==> src/rtl/seg7_pkg.sv <==
// Shared 7-segment definitions: segment bit order, the active-low hex glyph
// table and the nibble encoder used by the scan driver.
package seg7_pkg;

  typedef logic [6:0] seg_t;

  // Segment bit positions inside a seg_t (active-low on the pins)
  localparam int SEG_A = 0;
  localparam int SEG_B = 1;
  localparam int SEG_C = 2;
  localparam int SEG_D = 3;
  localparam int SEG_E = 4;
  localparam int SEG_F = 5;
  localparam int SEG_G = 6;

  localparam seg_t SEG_BLANK = 7'h7F;

  // Glyphs 0..F, bit0 = a .. bit6 = g, 0 = segment lit
  localparam seg_t SEG_TABLE [16] = '{
    7'h40, 7'h79, 7'h24, 7'h30,
    7'h19, 7'h12, 7'h02, 7'h78,
    7'h00, 7'h10, 7'h08, 7'h03,
    7'h46, 7'h21, 7'h06, 7'h0E
  };

  function automatic seg_t seg7_encode(input logic [3:0] nibble);
    return SEG_TABLE[nibble];
  endfunction

endpackage

==> src/rtl/seg7_prescaler.sv <==
// Refresh prescaler: free-running 0..REFRESH_CYCLES-1 counter whose terminal
// count is presented as a one-cycle step pulse.
module seg7_prescaler #(
  parameter int REFRESH_CYCLES = 100000
) (
  input  logic clk,
  input  logic srst,
  output logic step
);

  localparam int CNT_W = (REFRESH_CYCLES > 1) ? $clog2(REFRESH_CYCLES) : 1;
  localparam logic [CNT_W-1:0] TERMINAL = CNT_W'(REFRESH_CYCLES - 1);

  logic [CNT_W-1:0] count_q;
  logic [CNT_W-1:0] count_d;

  always_comb begin
    step    = (count_q == TERMINAL);
    count_d = step ? '0 : count_q + 1'b1;
  end

  always_ff @(posedge clk) begin
    if (srst) begin
      count_q <= '0;
    end else begin
      count_q <= count_d;
    end
  end

endmodule

==> src/rtl/seg7_scan_driver.sv <==
// Multiplexed N-digit 7-segment driver: loads land in a pending buffer and are
// promoted to the displayed shadow only on the frame wrap, so frames never tear.
module seg7_scan_driver
  import seg7_pkg::*;
#(
  parameter int N_DIGITS       = 4,
  parameter int REFRESH_CYCLES = 100000,
  parameter int BLANK_LZ       = 1
) (
  input  logic                  Clk_signal,
  input  logic                  Reset,
  input  logic                  load,
  input  logic [4*N_DIGITS-1:0] value,
  input  logic [N_DIGITS-1:0]   dp_in,
  input  logic                  enable,
  output logic [6:0]            hex_reg,
  output logic                  dp_out,
  output logic [N_DIGITS-1:0]   anodes,
  output logic                  frame_tick
);

  localparam int IDX_W = $clog2(N_DIGITS);
  localparam logic [IDX_W-1:0] LAST_IDX = IDX_W'(N_DIGITS - 1);

  logic step;
  logic wrap;

  logic [IDX_W-1:0]      idx_q, idx_d;
  logic [4*N_DIGITS-1:0] pend_val_q, pend_val_d;
  logic [N_DIGITS-1:0]   pend_dp_q, pend_dp_d;
  logic                  pend_valid_q, pend_valid_d;
  logic [4*N_DIGITS-1:0] shad_val_q, shad_val_d;
  logic [N_DIGITS-1:0]   shad_dp_q, shad_dp_d;

  logic [N_DIGITS-1:0]   anodes_q, anodes_d;
  seg_t                  hex_q, hex_d;
  logic                  dp_q, dp_d;
  logic                  frame_tick_q, frame_tick_d;

  logic [N_DIGITS-1:0]   digit_sel;
  logic [N_DIGITS-1:0]   lz_zero;
  logic [3:0]            nib [N_DIGITS];
  logic [3:0]            cur_nib;
  logic                  cur_lz;
  logic                  cur_dp;
  logic                  blank;

  seg7_prescaler #(
    .REFRESH_CYCLES(REFRESH_CYCLES)
  ) u_prescaler (
    .clk (Clk_signal),
    .srst(Reset),
    .step(step)
  );

  // lz_zero[i]: every shadow digit from the top down to i is zero
  for (genvar gi = 0; gi < N_DIGITS; gi++) begin : g_digit
    assign digit_sel[gi] = (idx_q == IDX_W'(gi));
    assign nib[gi]       = shad_val_q[4*gi +: 4];
    assign lz_zero[gi]   = ~|shad_val_q[4*N_DIGITS-1:4*gi];
  end

  always_comb begin
    wrap  = step && (idx_q == LAST_IDX);
    idx_d = idx_q;
    if (step) begin
      idx_d = wrap ? '0 : idx_q + 1'b1;
    end

    pend_val_d   = pend_val_q;
    pend_dp_d    = pend_dp_q;
    pend_valid_d = pend_valid_q;
    shad_val_d   = shad_val_q;
    shad_dp_d    = shad_dp_q;

    // A load on the wrap itself bypasses pending and wins over older data
    if (wrap) begin
      if (load) begin
        shad_val_d = value;
        shad_dp_d  = dp_in;
      end else if (pend_valid_q) begin
        shad_val_d = pend_val_q;
        shad_dp_d  = pend_dp_q;
      end
      pend_valid_d = 1'b0;
    end else if (load) begin
      pend_val_d   = value;
      pend_dp_d    = dp_in;
      pend_valid_d = 1'b1;
    end
  end

  always_comb begin
    cur_nib = '0;
    cur_lz  = 1'b0;
    cur_dp  = 1'b0;
    for (int i = 0; i < N_DIGITS; i++) begin
      if (digit_sel[i]) begin
        cur_nib = nib[i];
        cur_lz  = (i != 0) && lz_zero[i];
        cur_dp  = shad_dp_q[i];
      end
    end
    blank = (BLANK_LZ != 0) && cur_lz;

    // A blanked digit keeps its anode and decimal point; only glyph goes dark
    anodes_d     = enable ? ~digit_sel : '1;
    hex_d        = (enable && !blank) ? seg7_encode(cur_nib) : SEG_BLANK;
    dp_d         = !(enable && cur_dp);
    frame_tick_d = wrap;
  end

  always_ff @(posedge Clk_signal) begin
    if (Reset) begin
      idx_q        <= '0;
      pend_val_q   <= '0;
      pend_dp_q    <= '0;
      pend_valid_q <= 1'b0;
      shad_val_q   <= '0;
      shad_dp_q    <= '0;
      anodes_q     <= '1;
      hex_q        <= SEG_BLANK;
      dp_q         <= 1'b1;
      frame_tick_q <= 1'b0;
    end else begin
      idx_q        <= idx_d;
      pend_val_q   <= pend_val_d;
      pend_dp_q    <= pend_dp_d;
      pend_valid_q <= pend_valid_d;
      shad_val_q   <= shad_val_d;
      shad_dp_q    <= shad_dp_d;
      anodes_q     <= anodes_d;
      hex_q        <= hex_d;
      dp_q         <= dp_d;
      frame_tick_q <= frame_tick_d;
    end
  end

  assign anodes     = anodes_q;
  assign hex_reg    = hex_q;
  assign dp_out     = dp_q;
  assign frame_tick = frame_tick_q;

endmodule

==> config.mk <==
export PLATFORM = sky130hd
export DESIGN_NAME = seg7_scan_driver
export DESIGN_NICKNAME = d
export VERILOG_FILES = /design/src/rtl/seg7_pkg.sv /design/src/rtl/seg7_prescaler.sv /design/src/rtl/seg7_scan_driver.sv
export SDC_FILE = /design/constraint.sdc
export NUM_CORES = 1
export LEC_CHECK = 0
export BUFFER_PORTS_ARGS = -buffer_cell sky130_fd_sc_hd__buf_2
export CORE_AREA = 2 2 86 88
export CTS_CLUSTER_SIZE = 10
export DETAILED_ROUTE_END_ITERATION = 10
export DIE_AREA = 0 0 88 90
export PLACE_DENSITY_LB_ADDON = 0.12
export SLEW_MARGIN = 20
export SYNTH_ARGS = -nofsm -noshare
export SYNTH_HDL_FRONTEND = slang
export SYNTH_HIERARCHICAL = 1
export SYNTH_SLANG_ARGS = --single-unit
==> constraint.sdc <==
create_clock -name Clk_signal -period 4.14 [get_ports Clk_signal]
set_input_delay 0.828 -clock Clk_signal [delete_from_list [all_inputs] [get_ports Clk_signal]]
set_output_delay 0.828 -clock Clk_signal [all_outputs]
set_load 0.01 [all_outputs]
Word-level counts from Yosys, hierarchy flattened

Memory sizes are Yosys's and may differ from the RTL's. A register that Yosys moved wholly into a read port is not among the register bits.
Index checks and enable logic that the tools add are counted.

Flip-flop bits (word level): 66
Bits in read-only memories: 112
Input bits: 24
Output and inout port bits: 13
Memories: 1

Memory list:

| memory           | words | bits a word | read ports | clocked after memory_dff | write ports | line           | RTL |
|---|---|---|---|---|---|---|---|
| (name not given) | 16    | 7           | 1          | 1                        | 0           | seg7_pkg.sv:27 | `return SEG_TABLE[nibble];` |

$add $sub $neg: 2
Equal/unequal tests: 4
Multiplexer cells: 16
Bitwise operators: 5
Reductions and logical operators: 19

Operators with widths:

| kind                                           | number |
|---|---|
| 2-to-1 mux 16 bit                              | 2 |
| 2-to-1 mux 4 bit                               | 6 |
| adder 17 x 1 -> 17 bit (second input constant) | 1 |
| == test 17 bit (second input constant)         | 1 |
| OR reduction 12 bit                            | 1 |
| OR reduction 2 bit                             | 4 |
| OR reduction 8 bit                             | 1 |
| 2-to-1 mux 1 bit                               | 7 |
| logical NOT 1 bit                              | 5 |
| inverter 4 -> 5 bit                            | 1 |
| == test 2 bit (second input constant)          | 2 |
| inverter 4 bit                                 | 1 |
| AND reduction 2 bit                            | 2 |
| OR reduction 4 bit                             | 1 |
| logical AND 1 bit                              | 3 |
| inverter 1 bit                                 | 3 |
| adder 2 x 1 -> 2 bit (second input constant)   | 1 |
| == test 2 x 1 -> 1 bit (second input constant) | 1 |
| logical NOT 2 bit                              | 1 |
| 2-to-1 mux 2 bit                               | 1 |
| nonzero test 2 bit                             | 1 |

Depth between registers and ports, before layout

Gate-level depths: netlist of run 1.

Depth in word-level cells: 9
Gate-level depth with buffers: 11
Gate-level depth less buffers: 10

Cells and area by module

The synthesis of run 1 kept the hierarchy.

By module, submodules not included:

| module           | instances | cells each | area each (um^2) | seq. area each (um^2) |
|---|---|---|---|---|
| seg7_scan_driver | 1         | 290        | 2583.7           | 1121.1 |
| seg7_prescaler   | 1         | 88         | 797.0            | 340.3 |

Least setup slack after synthesis of run 1

Ideal clock, no wire load.

Kind: register to register
From: reg idx_q[0]
To: reg hex_q[6] (netlist: hex_reg[6])
Library setup time: 0.122 ns
Arrival: 2.201 ns
Data required time: 4.018 ns
Path slack: 1.818 ns
Stages on the path, launching flop included: 11
Path buffers: 1
Period minus slack after synthesis: 2.322 ns
Path through: dfxtp_1 inv_1 ha_1 buf_6 a21oi_1 o21ai_0 a22oi_1 inv_1 ha_1 mux2_4 a221o_1

Cells in the longest elaborated chain, start to end: 8
Elaborated cells on any way between the ends: 16
Those cells by class: eq/ne (3); mux (7); bitwise (2); reduce/logical (4)

RTL lines:

| item                                | line                    | RTL |
|---|---|---|
| start: declaration                  | seg7_scan_driver.sv:28  | `logic [IDX_W-1:0] idx_q, idx_d;` |
| start signal: assignment            | seg7_scan_driver.sv:126 | `idx_q <= idx_d;` |
| == test 2 x 1 -> 1 bit              | seg7_scan_driver.sv:58  | `assign digit_sel[gi] = (idx_q == IDX_W'(gi));` |
| 2-to-1 mux 1 bit (3 in a row)       | seg7_scan_driver.sv:98  | `if (digit_sel[i]) begin` |
| logical NOT 1 bit                   | seg7_scan_driver.sv:108 | `hex_d = (enable && !blank) ? seg7_encode(cur_nib) : SEG_BLANK;` |
| logical AND 1 bit                   | seg7_scan_driver.sv:108 |  |
| inverter 1 bit (no source line)     | n/a                     |  |
| OR reduction 2 bit (no source line) | n/a                     |  |
| end: declaration                    | seg7_scan_driver.sv:36  | `seg_t hex_q, hex_d;` |

Several ways; a longest one is shown, not always the timed one.
A chain may end at the register's enable or synchronous reset.

Worst setup path after layout of run 1

Ends and elaborated chain as after synthesis.

==> results of run 1 <==
## worst max-delay path: stages, from the launching register on
cell and delay [ns]:
sky130_fd_sc_hd__dfxtp_1 0.41, sky130_fd_sc_hd__ha_1 0.62, sky130_fd_sc_hd__a21oi_1 0.10, sky130_fd_sc_hd__a22oi_1 0.46, sky130_fd_sc_hd__inv_1 0.17, sky130_fd_sc_hd__ha_1 0.27
sky130_fd_sc_hd__mux2_4 0.27, sky130_fd_sc_hd__a221o_1 0.28
## metrics by stage
step	util	hold WS (ns)	std cells	total power [uW]	instance area [um2]
after floorplan	-	0.4297	378	796.1	3381
after global placement	0.5049	0.4410	489	820.7	3545
after detailed placement	0.5049	0.4460	489	822.3	3545
after CTS	0.5411	0.4566	505	1520	3799
after global routing	0.5411	0.4745	505	1566	3799
final	0.5411	0.4554	505	1502	3799
## cells in the final DEF (no fill, tap or decap), types with 3 or more instances in the layout
| master | count |
|---|---|
| sky130_fd_sc_hd__a211oi_1 | 22 |
| sky130_fd_sc_hd__a21oi_1 | 28 |
| sky130_fd_sc_hd__buf_2 | 36 |
| sky130_fd_sc_hd__bufinv_16 | 3 |
| sky130_fd_sc_hd__clkbuf_8 | 11 |
| sky130_fd_sc_hd__dfxtp_1 | 73 |
| sky130_fd_sc_hd__ha_1 | 11 |
| sky130_fd_sc_hd__inv_1 | 10 |
| sky130_fd_sc_hd__mux2i_1 | 24 |
| sky130_fd_sc_hd__nand2_1 | 61 |
| sky130_fd_sc_hd__nand3_1 | 5 |
| sky130_fd_sc_hd__nand3b_1 | 4 |
| sky130_fd_sc_hd__nand4_1 | 4 |
| sky130_fd_sc_hd__nor2_1 | 42 |
| sky130_fd_sc_hd__nor3_1 | 5 |
| sky130_fd_sc_hd__nor4_1 | 6 |
| sky130_fd_sc_hd__o211ai_1 | 3 |
| sky130_fd_sc_hd__o21ai_0 | 3 |
| sky130_fd_sc_hd__or4_1 | 3 |
| sky130_fd_sc_hd__xnor2_1 | 8 |
| sky130_fd_sc_hd__xor2_1 | 5 |
## worst max path at each step
stage,end,slack [ns],cells past startpoint
3_5_place_dp,hex_reg[6],1.47,7
2_1_floorplan,hex_reg[6],1.82,10
5_1_grt,hex_reg[6],1.19,7
4_1_cts,hex_reg[6],1.44,7
3_3_place_gp,hex_reg[6],1.56,7
6_report,hex_reg[6],1.45,7
## power groups by stage
stage / Combinational (uW) / Clock, uW / Sequential (uW)
4_1_cts: 78.4 / 714 / 728
2_1_floorplan: 51.2 / 0 / 745
5_1_grt: 87.6 / 748 / 730
3_5_place_dp: 78.1 / 0 / 744
3_3_place_gp: 77.2 / 0 / 744
6_report: 76.9 / 697 / 728
## logic make-up (layout without fill, tap and decap cells)
| family | after synthesis | in the layout | synth area share |
|---|---|---|---|
| buffers and inverters | 35 | 63 | 0.05551 |
| AOI/OAI and AO/OA | 70 | 70 | 0.1403 |
| adders and majority gates | 11 | 11 | 0.04071 |
| muxes | 27 | 27 | 0.08216 |
| and+or+nand+nor | 149 | 149 | 0.2154 |
| xor gates and xnor gates | 13 | 13 | 0.03368 |
| DFF | 73 | 73 | 0.4323 |
## area by class of cell
type                       instances  area, um2
inverter                          10      37.54
timing repair buffer              37      187.7
multi-input combinational        270       1734
clock buffer                      12      155.1
clock inverter                     4      98.84
sequential                        73       1461
fill                             649       3222
tap                               99      123.9
## per-layer routing
| metal | vias to the layer above | share of wire | wire (um) |
|---|---|---|---|
| met5 | - | 0 | 0 |
| met4 | 0 | 0.014 | 96 |
| met3 | 8 | 0.039 | 261 |
| met2 | 52 | 0.44 | 2943 |
| met1 | 1178 | 0.51 | 3390 |
| li1 | 1358 | - | - |
==> impl_metrics.sql, run 1 <==
INSERT INTO impl_metrics (metric_group, metric, value, unit) VALUES
('logic_synthesis', 'synth.yosys.seq_area_share', '0.4323', ''),
('drt', 'via_per_inst', '5.141', ''),
('floorplan', 'std_cell_rows', '31', ''),
('flow_run', 'max-cap-violations', '0', ''),
('timing', 'max_slew_margin', '0.4329', ''),
('finish', 'post_layout_net_count', '436', ''),
('global_route', 'global_route.usage.met2', '0.2841', ''),
('floorplan', 'floorplan.initialDensity', '0.4816', ''),
('logic_synthesis', 'synth.top_cells.by_count', 'sky130_fd_sc_hd__dfxtp_1 (73), sky130_fd_sc_hd__nand2_1 (61), sky130_fd_sc_hd__nor2_1 (43)', ''),
('logic_synthesis', 'ys_seq_elements', '73', ''),
('logic_synthesis', 'synth.yosys.warnings', '6', ''),
('drt', 'drt_pass1_iterations', '4', ''),
('worst_setup_path', 'crit_path_end_kind', 'register', ''),
('timing', 'worst_clock_skew', '0.007702', 'ns'),
('logic_synthesis', 'synth_most_common_cell', 'sky130_fd_sc_hd__dfxtp_1', ''),
('floorplan', 'boundaryPins', '37', ''),
('pwr', 'cellLeakagePower', '0.001408', 'uW'),
('global_route', 'use_met1', '0.2483', ''),
('finish', 'largest_register_ff_count', '17', ''),
('placed_design', 'pre_cts_ws', '1.466', 'ns'),
('global_route', 'first_pass_grt_wire_length', '11670', 'um'),
('logic_synthesis', 'yosys_most_used_dff', 'sky130_fd_sc_hd__dfxtp_1', ''),
('placed_design', 'io_buffers', '36', ''),
('timing', 'setup_total_negative_slack', '0', 'ns'),
('worst_setup_path', 'worstPathArrival', '2.92', 'ns'),
('timing', 'timing.final.setup_violations', '0', ''),
('finish', 'reg.largest.list', 'u_prescaler/count_q: 17 flops, pend_val_q: 16 flops, shad_val_q: 16 flops', ''),
('global_route', 'initial_antenna_violation_count', '0', ''),
('logic_synthesis', 'netlist_instances', '378', ''),
('worst_setup_path', 'worstReg2RegStart', 'idx_q[0]', ''),
('worst_setup_path', 'ff2ff_path_depth', '7', ''),
('pwr', 'vdd.ir_drop.worst', '0.0003145', 'V'),
('pwr', 'netSwitchingPower', '316.5', 'uW'),
('clock_tree', 'clk_transition_reported_paths', '0.08', 'ns'),
('pwr', 'p_per_area', '395.3', 'nW/um2'),
('logic_synthesis', 'ys_top_cells_by_area', 'sky130_fd_sc_hd__dfxtp_1 (43%), sky130_fd_sc_hd__mux2i_1 (7.1%), sky130_fd_sc_hd__nand2_1 (6.8%)', ''),
('drt', 'route.detailed.drc', '0', ''),
('finish', 'antenna-diode-count', '0', ''),
('drt', 'vias', '2596', ''),
('drt', 'detail_route.wl_per_cell', '13.25', 'um'),
('min_path', 'hold_path_end', 'pend_dp_q[1]', ''),
('clock_tree', 'postCtsResizedCells', '0', ''),
('worst_setup_path', 'critPathLaunchType', 'register', ''),
('run_status', 'outcome', 'complete, no violations', ''),
('pwr', 'design_internal_power', '1185', 'uW'),
('pwr', 'pwr-share-seq', '0.484', ''),
('logic_synthesis', 'synth_top_area_share', '0.4323', ''),
('clock_tree', 'worst_skew_late_latency', '0.33', 'ns'),
('timing', 'timing.fmax', '0.3711', 'GHz'),
('global_route', 'grt.met3_usage', '0.04040', ''),
('floorplan', 'coreArea', '7020', 'um2'),
('logic_synthesis', 'synth.distinct_cells', '51', ''),
('global_route', 'track_usage', '0.1850', ''),
('clock_tree', 'ctsHtreeMaxLevel', '3', ''),
('global_route', 'grt_most_used_layer', 'met2', ''),
('global_route', 'via_count_of_the_first_global_routing_pass', '2510', ''),
('worst_setup_path', 'crit_required', '4.36', 'ns'),
('placed_design', 'detailed_place_hpwl', '4515', 'um'),
('floorplan', 'die_h', '90', 'um'),
('worst_setup_path', 'r2r-end', 'hex_reg[6]', ''),
('timing', 'finalWorstPathRequiredPeriod', '2.695', 'ns'),
('logic_synthesis', 'synth-edff-count', '0', ''),
('worst_setup_path', 'critical_path_class', 'reg -> reg', ''),
('timing', 'final.period_utilization', '0.6509', ''),
('timing', 'number_of_slew_limit_violations_in_the_final_report', '0', ''),
('worst_setup_path', 'worstPathMaxFanout', '17', ''),
('min_path', 'min_path_type', 'reg -> reg', ''),
('global_route', 'grt_start_max_net_pins', '47', ''),
('clock_tree', 'cts_buffers', '9', ''),
('logic_synthesis', 'avgSynthCellArea', '8.944', 'um2'),
('pwr', 'pwr-share-clk', '0.464', '');
Note: power is estimated with default switching activity, not from simulation.
==> run 2: changes to the inputs <==
==> constraint.sdc (replaced) <==
create_clock -name Clk_signal -period 2.6 [get_ports Clk_signal]
set_input_delay 0.52 -clock Clk_signal [delete_from_list [all_inputs] [get_ports Clk_signal]]
set_output_delay 0.52 -clock Clk_signal [all_outputs]
set_load 0.01 [all_outputs]
==> impl_metrics.sql, run 2 (synthesized netlist as in run 1, its figures left out) <==
INSERT INTO impl_metrics (metric_group, metric, value, unit) VALUES
('clock_tree', 'number_of_hold_buffers_added_after_cts', '0', ''),
('worst_setup_path', 'critPathLaunchType', 'register', ''),
('min_path', 'min_path_type', 'in -> reg', ''),
('clock_tree', 'post_cts_buffers', '0', ''),
('finish', 'antenna-diode-count', '0', ''),
('worst_setup_path', 'worstPathArrival', '2.57', 'ns'),
('drt', 'detail-route-antenna-nets', '0', ''),
('finish', 'layout-drive-gt1-share', '0.1787', ''),
('min_path', 'hold_start', 'dp_in[0]', ''),
('worst_setup_path', 'worstReg2RegStart', 'idx_q[1]', ''),
('timing', 'final.hold.worst_slack', '0.4146', 'ns'),
('finish', 'final_cells', '513', ''),
('global_route', 'first_pass_grt_wire_length', '11440', 'um'),
('global_route', 'via_count_of_the_first_global_routing_pass', '2460', ''),
('placed_design', 'dp_cells', '497', ''),
('pwr', 'p_per_area', '564.5', 'nW/um2'),
('timing', 'number_of_slew_limit_violations_in_the_final_report', '0', ''),
('pwr', 'cellLeakagePower', '0.001422', 'uW'),
('worst_setup_path', 'setup.worst_path.start', 'idx_q[1]', ''),
('floorplan', 'std_cell_rows', '31', ''),
('floorplan', 'die_h', '90', 'um'),
('finish', 'post_layout_net_count', '444', ''),
('finish', 'reg.largest.list', 'u_prescaler/count_q: 17 flops, pend_val_q: 16 flops, shad_val_q: 16 flops', ''),
('timing', 'setup_total_negative_slack', '0', 'ns'),
('timing', 'tightest_slew', '0.7772', 'ns'),
('drt', 'route.detailed.drc', '0', ''),
('clock_tree', 'clk_transition_reported_paths', '0.07', 'ns'),
('floorplan', 'boundaryPins', '37', ''),
('clock_tree', 'worst_skew_late_latency', '0.35', 'ns'),
('finish', 'area_delta_synth_final', '12.58', '%'),
('floorplan', 'dieWidth', '88', 'um'),
('clock_tree', 'cts_root_buf', 'sky130_fd_sc_hd__clkbuf_8', ''),
('worst_setup_path', 'crit_required', '2.79', 'ns'),
('drt', 'drt_pass1_iterations', '4', ''),
('clock_tree', 'ctsHtreeMaxLevel', '3', ''),
('run_status', 'outcome', 'complete, no violations', ''),
('global_route', 'initial_antenna_violation_count', '0', ''),
('drt', 'vias', '2587', ''),
('timing', 'unrepaired_setup_endpoints_after_global_routing', 'no', ''),
('floorplan', 'die_area', '7920', 'um2'),
('clock_tree', 'postCtsResizedCells', '0', ''),
('worst_setup_path', 'crit_path_end_kind', 'register', ''),
('floorplan', 'floorplan.initialDensity', '0.4816', ''),
('finish', 'leading_cell_types_in_the_layout_fill_and_taps_excluded', 'sky130_fd_sc_hd__dfxtp_1 (73), sky130_fd_sc_hd__nand2_1 (61), sky130_fd_sc_hd__nor2_1 (42)', ''),
('finish', 'max_flop_register', 'u_prescaler/count_q', ''),
('placed_design', 'final_weighted_congestion_of_routability_driven_global_placement', '0.8698', ''),
('global_route', 'grt_start_max_net_pins', '46', ''),
('pwr', 'vdd.ir_drop.worst', '0.0003013', 'V'),
('flow_run', 'max-cap-violations', '0', ''),
('drt', 'drt_iter0_drc', '83', ''),
('drt', 'via_per_inst', '5.043', ''),
('finish', 'final.fill_count', '668', ''),
('drt', 'detail_route.wl_per_cell', '13.05', 'um'),
('timing', 'final_hold_viol_count', '0', ''),
('clock_tree', 'cts_buffers', '9', ''),
('worst_setup_path', 'worstPathMaxFanout', '12', ''),
('timing', 'final.period_utilization', '0.9152', ''),
('clock_tree', 'ctsLongestPathBuffers', '2', ''),
('worst_setup_path', 'critical_path_class', 'reg -> reg', ''),
('placed_design', 'detailed_place_hpwl', '4587', 'um'),
('timing', 'timing.final.setup_violations', '0', ''),
('floorplan', 'coreArea', '7020', 'um2'),
('global_route', 'track_usage', '0.1833', ''),
('finish', 'largest_register_ff_count', '17', ''),
('timing', 'finalWorstPathRequiredPeriod', '2.379', 'ns'),
('clock_tree', 'tritoncts', 'yes', ''),
('clock_tree', 'number_of_sinks_on_the_clock_net', '73', ''),
('placed_design', 'io_buffers', '36', ''),
('timing', 'max_slew_margin', '0.4818', ''),
('global_route', 'globalRoute.totalOverflow', '0', ''),
('drt', 'wl', '6696', 'um'),
('timing', 'timing.fmax', '0.4203', 'GHz'),
('timing', 'worst_clock_skew', '0.004938', 'ns'),
('finish', 'most_common_cell_after_layout_fill_and_taps_aside', 'sky130_fd_sc_hd__dfxtp_1', '');
-- run 2: path summary, 6_finish.rpt --
kind	depth (start not counted)	slack [ns]	end
max reg2reg	7	0.22	hex_reg[4]
max	7	0.22	hex_reg[4]
min	3	0.41	pend_dp_q[0]
min reg2reg	2	0.45	pend_val_q[0]
-- run 2: per-layer routing --
metal	vias to the layer above	routed length, um	track usage
met1	1154	3319	0.2404
met3	8	264	0.05969
li1	1380	-	-
met4	0	87	0.06154
met5	-	0	0
met2	45	3026	0.2822
-- run 2: layout make-up --
class | count | area (um2) | area share
flip-flops and latches | 73 | 1461 | 0.3840
clock buffers | 13 | 148.9 | 0.03912
multi-input cells | 270 | 1734 | 0.4556
clock inverters | 3 | 40.04 | 0.01052
well taps | 99 | 123.9 | 0.03254
inverters | 10 | 37.54 | 0.009862
repair buffers | 45 | 260.3 | 0.06838
-- run 2: stage by stage --
step                  util  instance area (um2)  total power [uW]  setup slack, ns
floorplan                -                 3381              1268           0.2776
global placement    0.5152                 3617              1310           0.3293
detailed placement  0.5152                 3617              1313           0.2654
CTS                 0.5421                 3806              2180           0.2080
global route        0.5421                 3806              2242          0.03221
finish              0.5421                 3806              2149           0.2206
-- run 2: worst max-delay path, cell delays in order (launching register included) --
cell and delay (ns):
sky130_fd_sc_hd__dfxtp_1 0.38, sky130_fd_sc_hd__inv_1 0.08, sky130_fd_sc_hd__ha_1 0.31, sky130_fd_sc_hd__nand3b_1 0.23, sky130_fd_sc_hd__a311oi_2 0.57, sky130_fd_sc_hd__buf_4 0.25, sky130_fd_sc_hd__mux2i_1 0.23, sky130_fd_sc_hd__o221ai_1 0.17
-- run 2: power by group --
part           internal, uW  leakage (uW)  switching (uW)
Clock                   468     0.0000974             396
Combinational          52.1      0.000729            73.9
Sequential             1150      0.000595            13.3
==> run 3: changes to the inputs <==
--- a/config.mk
+++ b/config.mk
@@ -11,6 +11,7 @@
 export DETAILED_ROUTE_END_ITERATION = 10
 export DIE_AREA = 0 0 88 90
 export PLACE_DENSITY_LB_ADDON = 0.12
+export SETUP_SLACK_MARGIN = 0.3
 export SLEW_MARGIN = 20
 export SYNTH_ARGS = -nofsm -noshare
 export SYNTH_HDL_FRONTEND = slang
==> impl_metrics.sql, run 3 (synthesized netlist as in run 1, its figures left out) <==
INSERT INTO impl_metrics (metric_group, metric, value, unit) VALUES
('timing', 'number_of_slew_limit_violations_in_the_final_report', '0', ''),
('finish', 'most_common_cell_after_layout_fill_and_taps_aside', 'sky130_fd_sc_hd__dfxtp_1', ''),
('worst_setup_path', 'timing.critical_path.slowest_stage_cell', 'sky130_fd_sc_hd__dfxtp_2', ''),
('drt', 'wl', '6666', 'um'),
('worst_setup_path', 'timing.critical_path.cells', 'inv_1 > ha_1 > a211oi_1 > a221oi_2 > buf_4 > ha_1 > mux2_4 > a221o_1', ''),
('timing', 'finalWorstPathRequiredPeriod', '2.189', 'ns'),
('global_route', 'initial_antenna_violation_count', '0', ''),
('worst_setup_path', 'crit_top_cell', 'sky130_fd_sc_hd__ha_1', ''),
('drt', 'vias', '2619', ''),
('global_route', 'via_count_of_the_first_global_routing_pass', '2459', ''),
('finish', 'final.fill_count', '669', ''),
('timing', 'final.period_utilization', '0.8419', ''),
('floorplan', 'die_h', '90', 'um'),
('drt', 'drt_pass1_iterations', '4', ''),
('global_route', 'globalRoute.totalOverflow', '0', ''),
('global_route', 'first_pass_grt_wire_length', '11360', 'um'),
('finish', 'fin_area', '3930', 'um2'),
('worst_setup_path', 'crit_path_end_kind', 'register', ''),
('finish', 'area_delta_synth_final', '16.25', '%'),
('placed_design', 'dp_cells', '500', ''),
('drt', 'drt_iter0_drc', '99', ''),
('clock_tree', 'number_of_hold_buffers_added_after_cts', '0', ''),
('clock_tree', 'cts_buffers', '9', ''),
('run_status', 'outcome', 'complete, no violations', ''),
('pwr', 'p_per_area', '600.1', 'nW/um2'),
('clock_tree', 'worst_skew_late_latency', '0.34', 'ns'),
('drt', 'route.detailed.drc', '0', ''),
('floorplan', 'coreArea', '7020', 'um2'),
('timing', 'final_hold_viol_count', '0', ''),
('floorplan', 'dieWidth', '88', 'um'),
('global_route', 'track_usage', '0.1798', ''),
('pwr', 'vdd.ir_drop.worst', '0.0003523', 'V'),
('finish', 'post-route-util', '0.5598', ''),
('timing', 'tightest_slew', '0.4922', 'ns'),
('placed_design', 'pre_cts_ws', '0.2967', 'ns'),
('finish', 'largest_register_ff_count', '17', ''),
('timing', 'timing.final.setup_violations', '0', ''),
('worst_setup_path', 'worstPathMaxFanout', '5', ''),
('worst_setup_path', 'worstPathArrival', '2.42', 'ns'),
('finish', 'antenna-diode-count', '0', ''),
('floorplan', 'floorplan.initialDensity', '0.4816', ''),
('finish', 'final_cells', '518', ''),
('finish', 'reg.largest.list', 'u_prescaler/count_q: 17 flops, pend_val_q: 16 flops, shad_val_q: 16 flops', ''),
('finish', 'layout-drive-gt1-share', '0.2148', ''),
('clock_tree', 'cts_root_buf', 'sky130_fd_sc_hd__clkbuf_8', ''),
('clock_tree', 'ctsHtreeMaxLevel', '3', ''),
('flow_run', 'max-cap-violations', '0', ''),
('placed_design', 'placedInstanceArea', '3645', 'um2'),
('drt', 'detail_route.wl_per_cell', '12.87', 'um'),
('timing', 'final.setup.worst_slack', '0.4110', 'ns'),
('worst_setup_path', 'critPathLaunchType', 'register', ''),
('finish', 'post_layout_net_count', '449', ''),
('drt', 'via_per_inst', '5.056', ''),
('worst_setup_path', 'crit_required', '2.83', 'ns'),
('placed_design', 'io_buffers', '36', ''),
('clock_tree', 'ctsLongestPathBuffers', '2', ''),
('worst_setup_path', 'critPathBufInv', '2', ''),
('worst_setup_path', 'critPathMaxStageDelay', '0.36', 'ns'),
('timing', 'unrepaired_setup_endpoints_after_global_routing', 'no', ''),
('worst_setup_path', 'critPathTopFamily', 'compound AO/OA/AOI/OAI gates', ''),
('floorplan', 'die_area', '7920', 'um2'),
('floorplan', 'boundaryPins', '37', ''),
('clock_tree', 'clk_transition_reported_paths', '0.08', 'ns'),
('finish', 'max_flop_register', 'u_prescaler/count_q', ''),
('drt', 'detail-route-antenna-nets', '0', ''),
('min_path', 'min_path_type', 'in -> reg', ''),
('pwr', 'cellLeakagePower', '0.001468', 'uW'),
('timing', 'max_slew_margin', '0.6712', ''),
('clock_tree', 'tritoncts', 'yes', ''),
('placed_design', 'detailed_place_hpwl', '4584', 'um'),
('worst_setup_path', 'critical_path_class', 'reg -> reg', ''),
('timing', 'worst_clock_skew', '0.01120', 'ns'),
('placed_design', 'final_weighted_congestion_of_routability_driven_global_placement', '0.8386', ''),
('clock_tree', 'number_of_sinks_on_the_clock_net', '73', ''),
('timing', 'setup_total_negative_slack', '0', 'ns'),
('global_route', 'grt_start_max_net_pins', '46', ''),
('floorplan', 'std_cell_rows', '31', ''),
('timing', 'timing.fmax', '0.4568', 'GHz'),
('finish', 'leading_cell_types_in_the_layout_fill_and_taps_excluded', 'sky130_fd_sc_hd__dfxtp_1 (71), sky130_fd_sc_hd__nand2_1 (61), sky130_fd_sc_hd__nor2_1 (41)', '');
## run 3: tightest hold or removal path: cells and delay by family
kind	cells	cell delay [ns]
AOI/OAI and AO/OA	1	0.05
buffers and inverters	1	0.10
and+or+nand+nor	1	0.05
## run 3: where the power goes
part / internal [uW] / switching, uW / total (uW)
clock network: 663 / 410 / 1070
registers: 1150 / 13.4 / 1160
logic: 52.6 / 73.9 / 127
## run 3: worst paths after layout
path	from	endpoint	depth (start not counted)	slack [ns]
hold / removal	value[2]	pend_val_q[2]	3	0.42
setup reg to reg	idx_q[1]	hex_reg[6]	8	0.41
hold reg to reg	pend_val_q[1]	pend_val_q[1]	2	0.45
setup / recovery	idx_q[1]	hex_reg[6]	8	0.41
## run 3: metrics by stage
stage / hold WS (ns) / total power, uW
global placement: 0.4409 / 1310
finish: 0.4243 / 2358
detailed placement: 0.4458 / 1313
CTS: 0.4034 / 2397
floorplan: 0.4297 / 1268
global route: 0.3999 / 2459
## run 3: final cells by class
type                    instances  area, um2  share of cell area
clock inverters                 5      102.6             0.02611
well taps                      99      123.9             0.03152
multi-input cells             270       1763              0.4486
inverters                      10      37.54            0.009551
repair buffers                 50      297.8             0.07577
clock buffers                  11      141.4             0.03598
flip-flops and latches         73       1464              0.3725
## run 3: per-layer routing
metal | GRT usage | up-vias | part of all wire
li1 | - | 1387 | -
met1 | 0.2491 | 1187 | 0.51
met2 | 0.2664 | 39 | 0.45
met3 | 0.05142 | 6 | 0.036
met4 | 0.06154 | 0 | 0.011
met5 | 0 | - | 0
## run 3: timing repair
action | in CTS | in global routing
setup endpoints to repair | 1 | 44
hold endpoints to repair | 0 | 0
gates resized for setup | 0 | 9
buffers inserted | 1 | 1
